$ cat config.mk
export PLATFORM = sky130hd
export DESIGN_NAME = packet_serializer
export DESIGN_NICKNAME = d
export VERILOG_FILES = /design/src/rtl/packet_serializer.sv
export SDC_FILE = /design/constraint.sdc
export NUM_CORES = 1
export LEC_CHECK = 0
export BUFFER_PORTS_ARGS = -buffer_cell sky130_fd_sc_hd__buf_2
export CORE_ASPECT_RATIO = 0.7
export CORE_UTILIZATION = 53
export CTS_CLUSTER_DIAMETER = 40
export CTS_CLUSTER_SIZE = 8
export DETAILED_ROUTE_END_ITERATION = 12
export HOLD_SLACK_MARGIN = 0.05
export PLACE_DENSITY = 0.8
export SLEW_MARGIN = 20
export SYNTH_ARGS = -nofsm -noshare
export SYNTH_HDL_FRONTEND = slang
export SYNTH_SLANG_ARGS = --single-unit
$ cat constraint.sdc
create_clock -name clk -period 1.8 [get_ports clk]
set_input_delay 0.09 -clock clk [delete_from_list [all_inputs] [get_ports clk]]
set_output_delay 0.09 -clock clk [all_outputs]
set_load 0.05 [all_outputs]
$ cat src/rtl/packet_serializer.sv
// Serial packet engine: frames {opcode, address, data} MSB-first, paces the address counter,
// and captures the returned byte in PLAY mode. Define STOP_AT_END_EN to stop automatically at END_ADDR.
module packet_serializer #(
    parameter logic [7:0]  REC_OP   = 8'h02,
    parameter logic [7:0]  PLAY_OP  = 8'h03,
    parameter logic [7:0]  SETUP_OP = 8'h06,
    parameter logic [15:0] END_ADDR = 16'd62720
) (
    input  logic        clk,
    input  logic        reset,
    input  logic        Rec_butt,
    input  logic        Play_butt,
    input  logic        Stop_butt,
    input  logic [15:0] address,
    input  logic [7:0]  sample_in,
    input  logic        sdi,
    output logic        sdo,
    output logic        cs_n,
    output logic [4:0]  thirty_two_count,
    output logic        prepacket,
    output logic [7:0]  sample_out,
    output logic        sample_valid,
    output logic        busy
);

`ifdef STOP_AT_END_EN
    localparam bit AUTO_STOP = 1'b1;
`else
    localparam bit AUTO_STOP = 1'b0;
`endif

    typedef enum logic [2:0] {IDLE, GAP, SETUP, STREAM, FINISH} state_t;
    typedef enum logic {RECORD, PLAY} mode_t;

    state_t      state_q, state_d;
    mode_t       mode_q, mode_d;
    logic [4:0]  cnt_q, cnt_d;
    logic [31:0] shift_q, shift_d;
    logic        stop_q, stop_d;
    logic [7:0]  cap_q, cap_d;
    logic [7:0]  sample_out_q, sample_out_d;
    logic        sample_valid_q, sample_valid_d;

    logic        shifting;
    logic        start;
    mode_t       start_mode;
    logic [7:0]  opcode;
    logic [31:0] pkt_word;
    logic [31:0] tx_word;

    always_ff @(posedge clk or negedge reset) begin
        if (!reset) begin
            state_q        <= IDLE;
            mode_q         <= RECORD;
            cnt_q          <= 5'd0;
            shift_q        <= 32'd0;
            stop_q         <= 1'b0;
            cap_q          <= 8'h00;
            sample_out_q   <= 8'h00;
            sample_valid_q <= 1'b0;
        end else begin
            state_q        <= state_d;
            mode_q         <= mode_d;
            cnt_q          <= cnt_d;
            shift_q        <= shift_d;
            stop_q         <= stop_d;
            cap_q          <= cap_d;
            sample_out_q   <= sample_out_d;
            sample_valid_q <= sample_valid_d;
        end
    end

    always_comb begin
        state_d        = state_q;
        mode_d         = mode_q;
        cnt_d          = cnt_q;
        shift_d        = shift_q;
        stop_d         = stop_q;
        cap_d          = cap_q;
        sample_out_d   = sample_out_q;
        sample_valid_d = 1'b0;

        shifting   = (state_q == SETUP) || (state_q == STREAM);
        start      = Rec_butt || Play_butt;
        start_mode = Rec_butt ? RECORD : PLAY;
        opcode     = (state_q == SETUP) ? SETUP_OP : ((mode_q == PLAY) ? PLAY_OP : REC_OP);
        pkt_word   = {opcode, address, (mode_q == RECORD) ? sample_in : 8'h00};
        // Word is taken live at count 0 so the address reflects the counter's update at count 31.
        tx_word    = (cnt_q == 5'd0) ? pkt_word : shift_q;

        sdo       = shifting && tx_word[31];
        cs_n      = !shifting;
        prepacket = (state_q == SETUP) && (cnt_q == 5'd31);
        busy      = (state_q != IDLE);

        case (state_q)
            IDLE: begin
                if (start) begin
                    state_d = GAP;
                    mode_d  = start_mode;
                    cnt_d   = 5'd0;
                    stop_d  = 1'b0;
                end
            end
            GAP: begin
                state_d = SETUP;
                cnt_d   = 5'd0;
            end
            SETUP, STREAM: begin
                shift_d = {tx_word[30:0], 1'b0};
                cnt_d   = cnt_q + 5'd1;
                if (Stop_butt) stop_d = 1'b1;
                if (AUTO_STOP && state_q == STREAM && cnt_q == 5'd0 && address == END_ADDR)
                    stop_d = 1'b1;
                if (state_q == STREAM && mode_q == PLAY && cnt_q >= 5'd24)
                    cap_d = {cap_q[6:0], sdi};
                if (cnt_q == 5'd31) begin
                    state_d = stop_d ? FINISH : STREAM;
                    if (state_q == STREAM && mode_q == PLAY) begin
                        sample_out_d   = {cap_q[6:0], sdi};
                        sample_valid_d = 1'b1;
                    end
                end
                // A new start abandons the packet in flight, including its capture.
                if (start) begin
                    state_d        = GAP;
                    mode_d         = start_mode;
                    cnt_d          = 5'd0;
                    stop_d         = 1'b0;
                    sample_out_d   = sample_out_q;
                    sample_valid_d = 1'b0;
                end
            end
            FINISH: begin
                state_d = IDLE;
                cnt_d   = 5'd0;
                stop_d  = 1'b0;
            end
            default: state_d = IDLE;
        endcase
    end

    assign thirty_two_count = cnt_q;
    assign sample_out       = sample_out_q;
    assign sample_valid     = sample_valid_q;

endmodule

==> results of run 1 <==
## cell type report
class	instances	area [um2]	share of cell area, %
Inverter	7	26.3	0.741
Clock inverter	6	83.8	2.36
Tap cell	69	86.3	2.43
Multi-Input combinational cell	166	1190	33.6
Timing Repair Buffer	83	604	17.0
Clock buffer	9	124	3.49
Sequential cell	57	1430	40.3
## power groups by stage
stage | sequential, mW | combinational [mW] | clock (mW)
global placement | 1.85 | 1.32 | 0
finish | 1.86 | 1.54 | 1.28
detailed placement | 1.86 | 1.36 | 0
CTS | 1.84 | 1.51 | 1.29
floorplan | 1.83 | 1.02 | 0
global route | 1.91 | 1.72 | 1.35
## worst paths after layout
check / startpoint / to / slack, ns / cells after the start
setup / recovery: thirty_two_count[0] / prepacket / 0.05 / 5
hold / removal: address[9] / shift_q[18] / 0.05 / 3
setup reg to reg: thirty_two_count[0] / shift_q[13] / 0.08 / 7
hold reg to reg: shift_q[22] / shift_q[22] / 0.48 / 2
max in group asynchronous: reset / state_q[2] / 1.13 / 3
min in group asynchronous: reset / shift_q[5] / 0.27 / 3
## per-stage QoR
step / instance area (um2) / power (mW) / cells
after floorplan: 2650 / 2.84 / 245
after global placement: 2990 / 3.16 / 356
after detailed placement: 2990 / 3.22 / 356
after CTS: 3520 / 4.65 / 396
after global routing: 3550 / 4.98 / 397
final: 3550 / 4.68 / 397
## synthesized netlist by cell type (2+ instances only)
master,instances
dfrtp_1,57
nand2_1,37
o21ai_0,30
mux2i_1,17
mux2_2,15
nor2_1,11
a31oi_1,9
clkbuf_1,8
nand2b_1,8
nand3b_1,8
inv_1,6
buf_2,3
buf_4,3
ha_1,3
nor2b_1,3
a21oi_1,2
and3_1,2
nand3_1,2
## registers in the layout, indices dropped and copies added (netlist names)
name,count
mode_q,1
stop_q,1
thirty_two_count,5
state_q,3
sample_out,8
cap_q,7
sample_valid,1
shift_q,31
## layer usage
metal  part of all wire [%]  track usage (%)  up-vias
met5                      0                0        -
met4                    2.1             9.76        0
met3                    4.6             8.31       15
met2                     46             38.0       55
met1                     47             33.2      994
li1                       -                -     1016
## logic make-up (layout without fill, tap and decap cells)
group | after synthesis | after routing
xor+xnor | 1 | 1
mux | 32 | 32
fa+ha+maj | 3 | 3
flops | 57 | 57
buf+inv | 22 | 105
simple gates | 81 | 81
compound gates | 49 | 49
## repair_timing
item	4_1_cts	5_1_grt
gates cloned	2	0
hold buffers	19	0
buffers inserted	4	3
pin swaps	0	1
endpoints found under the hold margin	76	0
gates resized for setup	9	16
endpoints found under the setup margin	3	24
## critical path: stages (launching register included)
cell     delay, ns
dfrtp_2       0.45
ha_4          0.18
and3_4        0.18
ha_4          0.18
and3_1        0.18
buf_6         0.15
==> qor.yml, run 1 <==
placement:
  hpwl_um: 3370
  dpl_worst_slack_ns: 0.0521
  gp_congestion: 0.864
  io_buffers: 47
synth:
  synthArstFlopShare_pct: 100
  syn_inst: 245
  synthAdderAreaFrac_pct: 1.42
  ys_warn_count: 0
  yosysTopAreaCell: "dfrtp_1"
  synth-seq-area-share_pct: 54.0
  avgSynthCellArea_um2: 10.8
  yosys_register_bits: 57
  synth-compound-area-share_pct: 10.7
  ys_top_cells_by_area: "dfrtp_1, mux2i_1, mux2_2, o21ai_0, nand2_1"
  synth_top_family_by_area: "simple AND/OR/NAND/NOR gates"
  syn-num-nets: 278
  synth_mux_area_share_pct: 12.8
  ys.flop_type: "dfrtp_1"
  synth-simple-area-share_pct: 17.0
  synth_area_mm2: 0.00264
  synth_xor_area_share_pct: 0.331
  yosysTopAreaCellShare_pct: 54.0
  synth_edf_count: 0
  netlist-cell-type-count: 39
sta:
  finalHoldViolCount: 0
  setup_viol: 0
  setup_tns_ns: 0
  min_period_ns: 1.75
  max-slew-margin-rel_pct: 70.8
  max_freq_mhz: 572
  finalWorstSetupSlack_ns: 0.0505
  hold_slack_ns: 0.0549
  timing.final.crit_share_pct: 97.2
  skew_ns: 0.0102
  tightest_slew_ns: 0.438
  slew_violations: 0
power_and_ir_drop:
  p_comb_share_pct: 32.9
  p_seq_share_pct: 39.8
  internal_power_mw: 3.07
  ir_drop_mv: 0.849
  power.switching_mw: 1.62
  clkPwrFrac_pct: 27.3
  cellLeakagePower_nw: 1.77
  swShare_pct: 34.5
  power.density_mw_per_mm2: 1320
layout:
  antennaDiodeCount: 0
  fill_cells: 357
  final_cell_mix: "dfrtp_1, buf_2, nand2_1"
  layout_commonest_cell: "dfrtp_1"
  drive_above_1_share_pct: 34.5
  finish.utilization_pct: 74.1
  nets: 357
  areaGrowthSynthToFinish_pct: 34.2
worst_setup_path:
  cp.arrival_ns: 1.66
  path_class: "reg2out"
  crit_path_max_fanout: 6
  startpoint_type: "flip-flop"
  end_kind: "output pin"
  required_ns: 1.71
drt:
  wire_per_inst_um: 14.9
  ant_nets: 0
  drc: 0
  totalWireLength_um: 5900
  vias: 2080
  dr.first_iter.drc_count: 96
  post_drt_via_cell_ratio: 5.24
  dr.pass1.iters: 4
floorplan:
  die_x_um: 86.4
  core_mm2: 0.00478
  die_y_um: 61.1
  pin_count: 48
  rows: 21
  start_util_pct: 55.3
  dieArea_mm2: 0.00528
clock_tree:
  worstSkewPairLatency_ns: 0.34
  clk_pin_slew_worst_paths_ns: 0.06
  ctsHtreeMaxLevel: 3
  cts_max_path_buffers: 2
  cts_made_buffers: 9
  clock-sinks: 57
  clock-root-buffer: "clkbuf_8"
  cts_tree: "yes"
global_routing:
  grtUsageTotal_pct: 24.7
  first_global_vias: 1938
  grt_pass1_wl_um: 9400
  antenna_found_initial: 0
  grt_remaining_overflow: 0
  grt_max_degree: 44
worst_hold_path:
  worstHoldPathType: "in2reg"
flow_run:
  max-cap-violations: 0
status:
  status: "finished, final reports clean"
(Power assumes the default switching activity.)
==> run 2: changes to the inputs <==
- CORE_UTILIZATION: 53 -> 39
- CTS_BUF_LIST: default -> sky130_fd_sc_hd__clkbuf_16
- PLACE_DENSITY: 0.8 -> 0.63
==> qor.yml, run 2 (synthesis results as in run 1) <==
layout:
  largest-register: "shift_q"
  final_cell_mix: "dfrtp_1, buf_2, nand2_1"
  register_area_mm2: 0.00143  # unchanged
  nets: 338  # -5.3%
  drive_above_1_share_pct: 33.9  # -0.58 points
  layout_commonest_cell: "dfrtp_1"
  finalNonFillerCells: 401  # +1.0%
  antennaDiodeCount: 0  # unchanged
  largest_reg_flops: 31  # unchanged
  multi_input_area_mm2: 0.00115  # -3.7%
  areaGrowthSynthToFinish_pct: 31.0
  fill_cells: 576  # +61%
  final_cell_area_mm2: 0.00346  # -2.4%
global_routing:
  grt_pass1_wl_um: 9590  # +2.1%
  grt_max_degree: 44  # unchanged
  grt_remaining_overflow: 0  # unchanged
  top_usage_layer: "met1"
  gr-usage-met2_pct: 24.7  # -13 points
  antenna_found_initial: 0  # unchanged
  grtUsageMet1_pct: 25.8  # -7.4 points
  grtUsageTotal_pct: 17.8  # -7.0 points
  first_global_vias: 1924  # -0.72%
  use_met3_pct: 6.13  # -2.2 points
worst_setup_path:
  crit_buf_inv: 1  # unchanged
  r2r-start: "thirty_two_count[0]"
  worst_r2r_endpoint: "shift_q[15]"
  cp.arrival_ns: 1.65  # about the same
  r2r_setup_slack_ns: 0.15  # +0.07 ns
  critPathMaxStageDelay_ns: 0.42  # -0.03 ns
  end_kind: "output pin"
  crit_path_max_fanout: 6  # unchanged
  crit_slowest_cell: "dfrtp_2"
  r2r_cells: 6  # -1
  required_ns: 1.71  # about the same
  crit_family: "flip-flops"
  path_common_cell: "and3_1"
  path_cells: "ha_2 -> and3_1 -> ha_4 -> and3_1 -> buf_6"
  path_class: "reg2out"
  startpoint_type: "flip-flop"
drt:
  post_drt_via_cell_ratio: 4.88  # -6.8%
  dr.pass1.iters: 4  # unchanged
  wire_per_inst_um: 13.9  # -6.3%
  ant_nets: 0  # unchanged
  drc: 0  # unchanged
  dr.first_iter.drc_count: 83  # -14%
  totalWireLength_um: 5580  # -5.4%
  vias: 1958  # -5.9%
floorplan:
  core_mm2: 0.00640  # +34%
  dieArea_mm2: 0.00711  # +35%
  pin_count: 48  # unchanged
  start_util_pct: 41.3  # -14 points
  die_x_um: 100  # +16%
  rows: 24  # +14%
  die_y_um: 70.9  # +16%
clock_tree:
  cts_made_buffers: 9  # unchanged
  clk_pin_slew_worst_paths_ns: 0.05  # about the same
  cts_max_path_buffers: 2  # unchanged
  clock-root-buffer: "clkbuf_16"
  ctsHtreeMaxLevel: 3  # unchanged
  clock-sinks: 57  # unchanged
  cts_tree: "yes"
  worstSkewPairLatency_ns: 0.32  # -0.02 ns
power_and_ir_drop:
  finalPower_mw: 5.07  # +8.2%
  cellLeakagePower_nw: 1.73  # -2.2%
  ir_drop_mv: 0.982  # +16%
  power.density_mw_per_mm2: 1460  # +11%
sta:
  tightest_slew_ns: 0.422  # -0.0164 ns
  max_freq_mhz: 575  # +0.52%
  finalHoldViolCount: 0  # unchanged
  timing.final.crit_share_pct: 96.7  # -0.50 points
  setup_viol: 0  # unchanged
  min_period_ns: 1.74  # -0.00902 ns
  rsz0062_at_grt: "false"
  skew_ns: 0.00410  # -0.00605 ns
  setup_tns_ns: 0  # unchanged
  slew_violations: 0  # unchanged
  max-slew-margin-rel_pct: 71.9  # +1.1 points
placement:
  placed_cells: 376  # +5.6%
  io_buffers: 47  # unchanged
  gp_congestion: 0.775  # -10%
  placed_area_mm2: 0.00302  # +0.84%
  hpwl_um: 3430  # +1.7%
flow_run:
  max-cap-violations: 0  # unchanged
worst_hold_path:
  holdPathEnd: "shift_q[9]"
  min_from: "address[0]"
  holdPathStages: 3  # unchanged
  worstHoldPathType: "in2reg"
status:
  status: "finished, final reports clean"
==> run 2: changes by cell type in the layout (fill, tap and decap cells not counted), moves of 2 or more <==
cell / previous run / this run
mux2i_1: 15 / 17
buf_12: 0 / 2
ha_4: 3 / 1
clkbuf_16: 0 / 9
buf_4: 13 / 8
clkinvlp_4: 0 / 2
clkbuf_8: 9 / 0
dlygate4sd3_1: 19 / 5
buf_6: 5 / 3
==> run 2: stage by stage <==
step	util [%]	hold WS (ns)	setup WS (ns)
final	54.1	0.0512	0.0595
after floorplan	-	-0.206	0.0258
after CTS	54.8	0.0532	-0.0204
after global routing	54.1	0.0547	0.00886
after detailed placement	47.2	0.0470	0.0612
after global placement	47.2	0.0472	0.105
==> run 2: worst max path at each step <==
stage	start	to	slack [ns]	cells after the start
final	thirty_two_count[0]	prepacket	0.06	5
after global routing	thirty_two_count[0]	sdo	0.009	6
after CTS	thirty_two_count[0]	prepacket	-0.02	5
after detailed placement	thirty_two_count[0]	sample_out[5]	0.06	5
after global placement	thirty_two_count[0]	sample_out[6]	0.11	5
after floorplan	thirty_two_count[0]	sample_out[0]	0.03	5
==> run 2: where the power goes <==
part | internal [mW] | total [mW] | switching (mW)
Combinational | 0.586 | 1.43 | 0.848
Clock | 1.21 | 1.79 | 0.578
Sequential | 1.65 | 1.85 | 0.200
==> run 2: tightest hold or removal path, cell delays in order <==
cell and delay [ns]:
buf_2 0.08, mux2i_1 0.06, o21ai_1 0.10
==> run 2: area by class of cell <==
class | instances | area share [%]
Clock buffer | 9 | 6.51
Clock inverter | 7 | 2.71
Inverter | 7 | 0.759
Multi-Input combinational cell | 166 | 33.2
Sequential cell | 57 | 41.3
Tap cell | 91 | 3.29
Timing Repair Buffer | 64 | 12.3
==> run 2: timing repair <==
item,4_1_cts,5_1_grt
endpoints found under the hold margin,21,0
setup buffers,3,1
pin swaps,0,1
hold buffers,5,0
resized for setup,8,9
endpoints found under the setup margin,3,28
cloned,2,0
==> run 2: per-layer routing <==
metal	wire length, um	vias to the layer above
li1	-	976
met1	2940	929
met2	2290	46
met3	280	7
met4	70	0
met5	0	-
==> run 3: changes to the inputs <==
- CORE_UTILIZATION: 39 -> 25
- PLACE_DENSITY: 0.63 -> 0.46
==> qor.yml, run 3 (synthesis results as in run 1) <==
floorplan:
  core_mm2: 0.00998  # +56%
  die_x_um: 125  # +24%
  die_y_um: 88.0  # +24%
  rows: 30  # +25%
  start_util_pct: 26.5  # -15 points
  dieArea_mm2: 0.0110  # +54%
  pin_count: 48  # unchanged
power_and_ir_drop:
  power.density_mw_per_mm2: 1500  # +2.4%
  ir_drop_mv: 0.571  # -42%
  cellLeakagePower_nw: 1.82  # +5.1%
flow_run:
  max-cap-violations: 0  # unchanged
clock_tree:
  ctsHtreeMaxLevel: 3  # unchanged
  clock-sinks: 57  # unchanged
  cts_tree: "yes"
  clk_pin_slew_worst_paths_ns: 0.05  # about the same
  cts_made_buffers: 9  # unchanged
  cts_max_path_buffers: 2  # unchanged
  clock-root-buffer: "clkbuf_16"
  worstSkewPairLatency_ns: 0.32  # about the same
sta:
  skew_ns: 0.00533  # +0.00123 ns
  max-slew-margin-rel_pct: 74.6  # +2.7 points
  slew_violations: 0  # unchanged
  max_freq_mhz: 563  # -1.9%
  min_period_ns: 1.77  # +0.0345 ns
  finalHoldViolCount: 0  # unchanged
  rsz0062_at_grt: "true"
  setup_viol: 0  # unchanged
  tightest_slew_ns: 0.379  # -0.0424 ns
  timing.final.crit_share_pct: 98.6  # +1.9 points
global_routing:
  grt_max_degree: 58  # +32%
  first_global_vias: 1992  # +3.5%
  antenna_found_initial: 0  # unchanged
  grt_remaining_overflow: 0  # unchanged
  grtUsageTotal_pct: 12.3  # -5.5 points
  grt_pass1_wl_um: 10200  # +6.7%
drt:
  ant_nets: 0  # unchanged
  totalWireLength_um: 6050  # +8.3%
  dr.first_iter.drc_count: 153  # +84%
  drc: 6  # +6
  post_drt_via_cell_ratio: 4.46  # -8.7%
  wire_per_inst_um: 13.6  # -2.2%
  vias: 1980  # +1.1%
  dr.pass1.iters: 10  # +6
layout:
  final_cell_mix: "dfrtp_1, buf_2, nand2_1"
  areaGrowthSynthToFinish_pct: 38.4
  final_cell_area_mm2: 0.00366  # +5.7%
  multi_input_area_mm2: 0.00115  # unchanged
  antennaDiodeCount: 0  # unchanged
  nets: 344  # +1.8%
  register_area_mm2: 0.00143  # about the same
  layout_commonest_cell: "dfrtp_1"
  largest_reg_flops: 31  # unchanged
  largest-register: "shift_q"
  fill_cells: 984  # +71%
  drive_above_1_share_pct: 34.2  # +0.31 points
  finish.utilization_pct: 36.6  # -17 points
status:
  status: "complete, but fails checks"
  violations: "DRC"
placement:
  io_buffers: 47  # unchanged
  gp_congestion: 0.726  # -6.4%
  hpwl_um: 3810  # +11%
  placed_area_mm2: 0.00308  # +2.0%
worst_setup_path:
  critPathMaxStageDelay_ns: 0.42  # about the same
  required_ns: 1.71  # about the same
  startpoint: "thirty_two_count[0]"
  cp.arrival_ns: 1.68  # +0.03 ns
  path_class: "reg2out"
  r2r-start: "thirty_two_count[0]"
  startpoint_type: "flip-flop"
  path_cells: "ha_2 -> and3_1 -> ha_2 -> and3_4 -> buf_6"
  path_common_cell: "ha_2"
  crit_slowest_cell: "dfrtp_2"
  end_kind: "output pin"
  crit_path_max_fanout: 6  # unchanged
  r2r_setup_slack_ns: 0.06  # -0.09 ns
worst_hold_path:
  min_from: "sample_in[6]"
  worstHoldPathType: "in2reg"
-- run 3: path summary, 6_finish.rpt --
| path | cells past startpoint | to |
|---|---|---|
| max | 5 | prepacket |
| min | 3 | shift_q[7] |
| max reg2reg | 8 | shift_q[5] |
| min in group asynchronous | 3 | shift_q[16] |
| min reg2reg | 2 | shift_q[26] |
| max in group asynchronous | 3 | sample_out[4] |
-- run 3: final cells by class --
| class | count | area share, % |
|---|---|---|
| sequential | 57 | 39.1 |
| timing repair buffer | 70 | 14.4 |
| multi-input combinational | 166 | 31.4 |
| clock inverter | 7 | 3.87 |
| tap | 128 | 4.38 |
| inverter | 7 | 0.718 |
| clock buffer | 9 | 6.16 |
-- run 3: worst max-delay path, delay by kind of cell, from the launching register on --
kind          cells  cell delay [ns]
flops             1             0.42
buf+inv           1             0.15
fa+ha+maj         2             0.42
simple gates      2             0.36
-- run 3: metrics by stage --
stage          std cells  hold WS, ns  power, mW  setup TNS (ns)  setup WS [ns]
2_1_floorplan        245       -0.206       2.84               0         0.0258
3_3_place_gp         415        0.125       3.23               0         0.0978
3_5_place_dp         415        0.118       3.24               0         0.0455
4_1_cts              444       0.0512       5.51               0       0.000638
5_1_grt              444       0.0648       5.83          -0.282        -0.0631
6_report             444       0.0578       5.48               0         0.0251
-- run 3: routing by layer --
metal	vias to the layer above	track usage (%)	routed length [um]
met5	-	0	0
li1	988	-	-
met2	40	17.6	2480
met4	0	5.54	107
met1	944	16.6	3190
met3	8	4.40	264
-- run 3: report_power, final --
group,switching (mW),internal [mW]
sequential,0.204,1.65
clock,0.611,1.49
combinational,0.868,0.660
total,1.68,3.80
-- run 3: repair_timing --
action                                  CTS  global route
buffers inserted                          4             0
pin swaps                                 0             2
endpoints found under the setup margin    2            27
hold buffers                              7             0
endpoints found under the hold margin    64             0
gates cloned                              2             0
gates resized for setup                   7             9
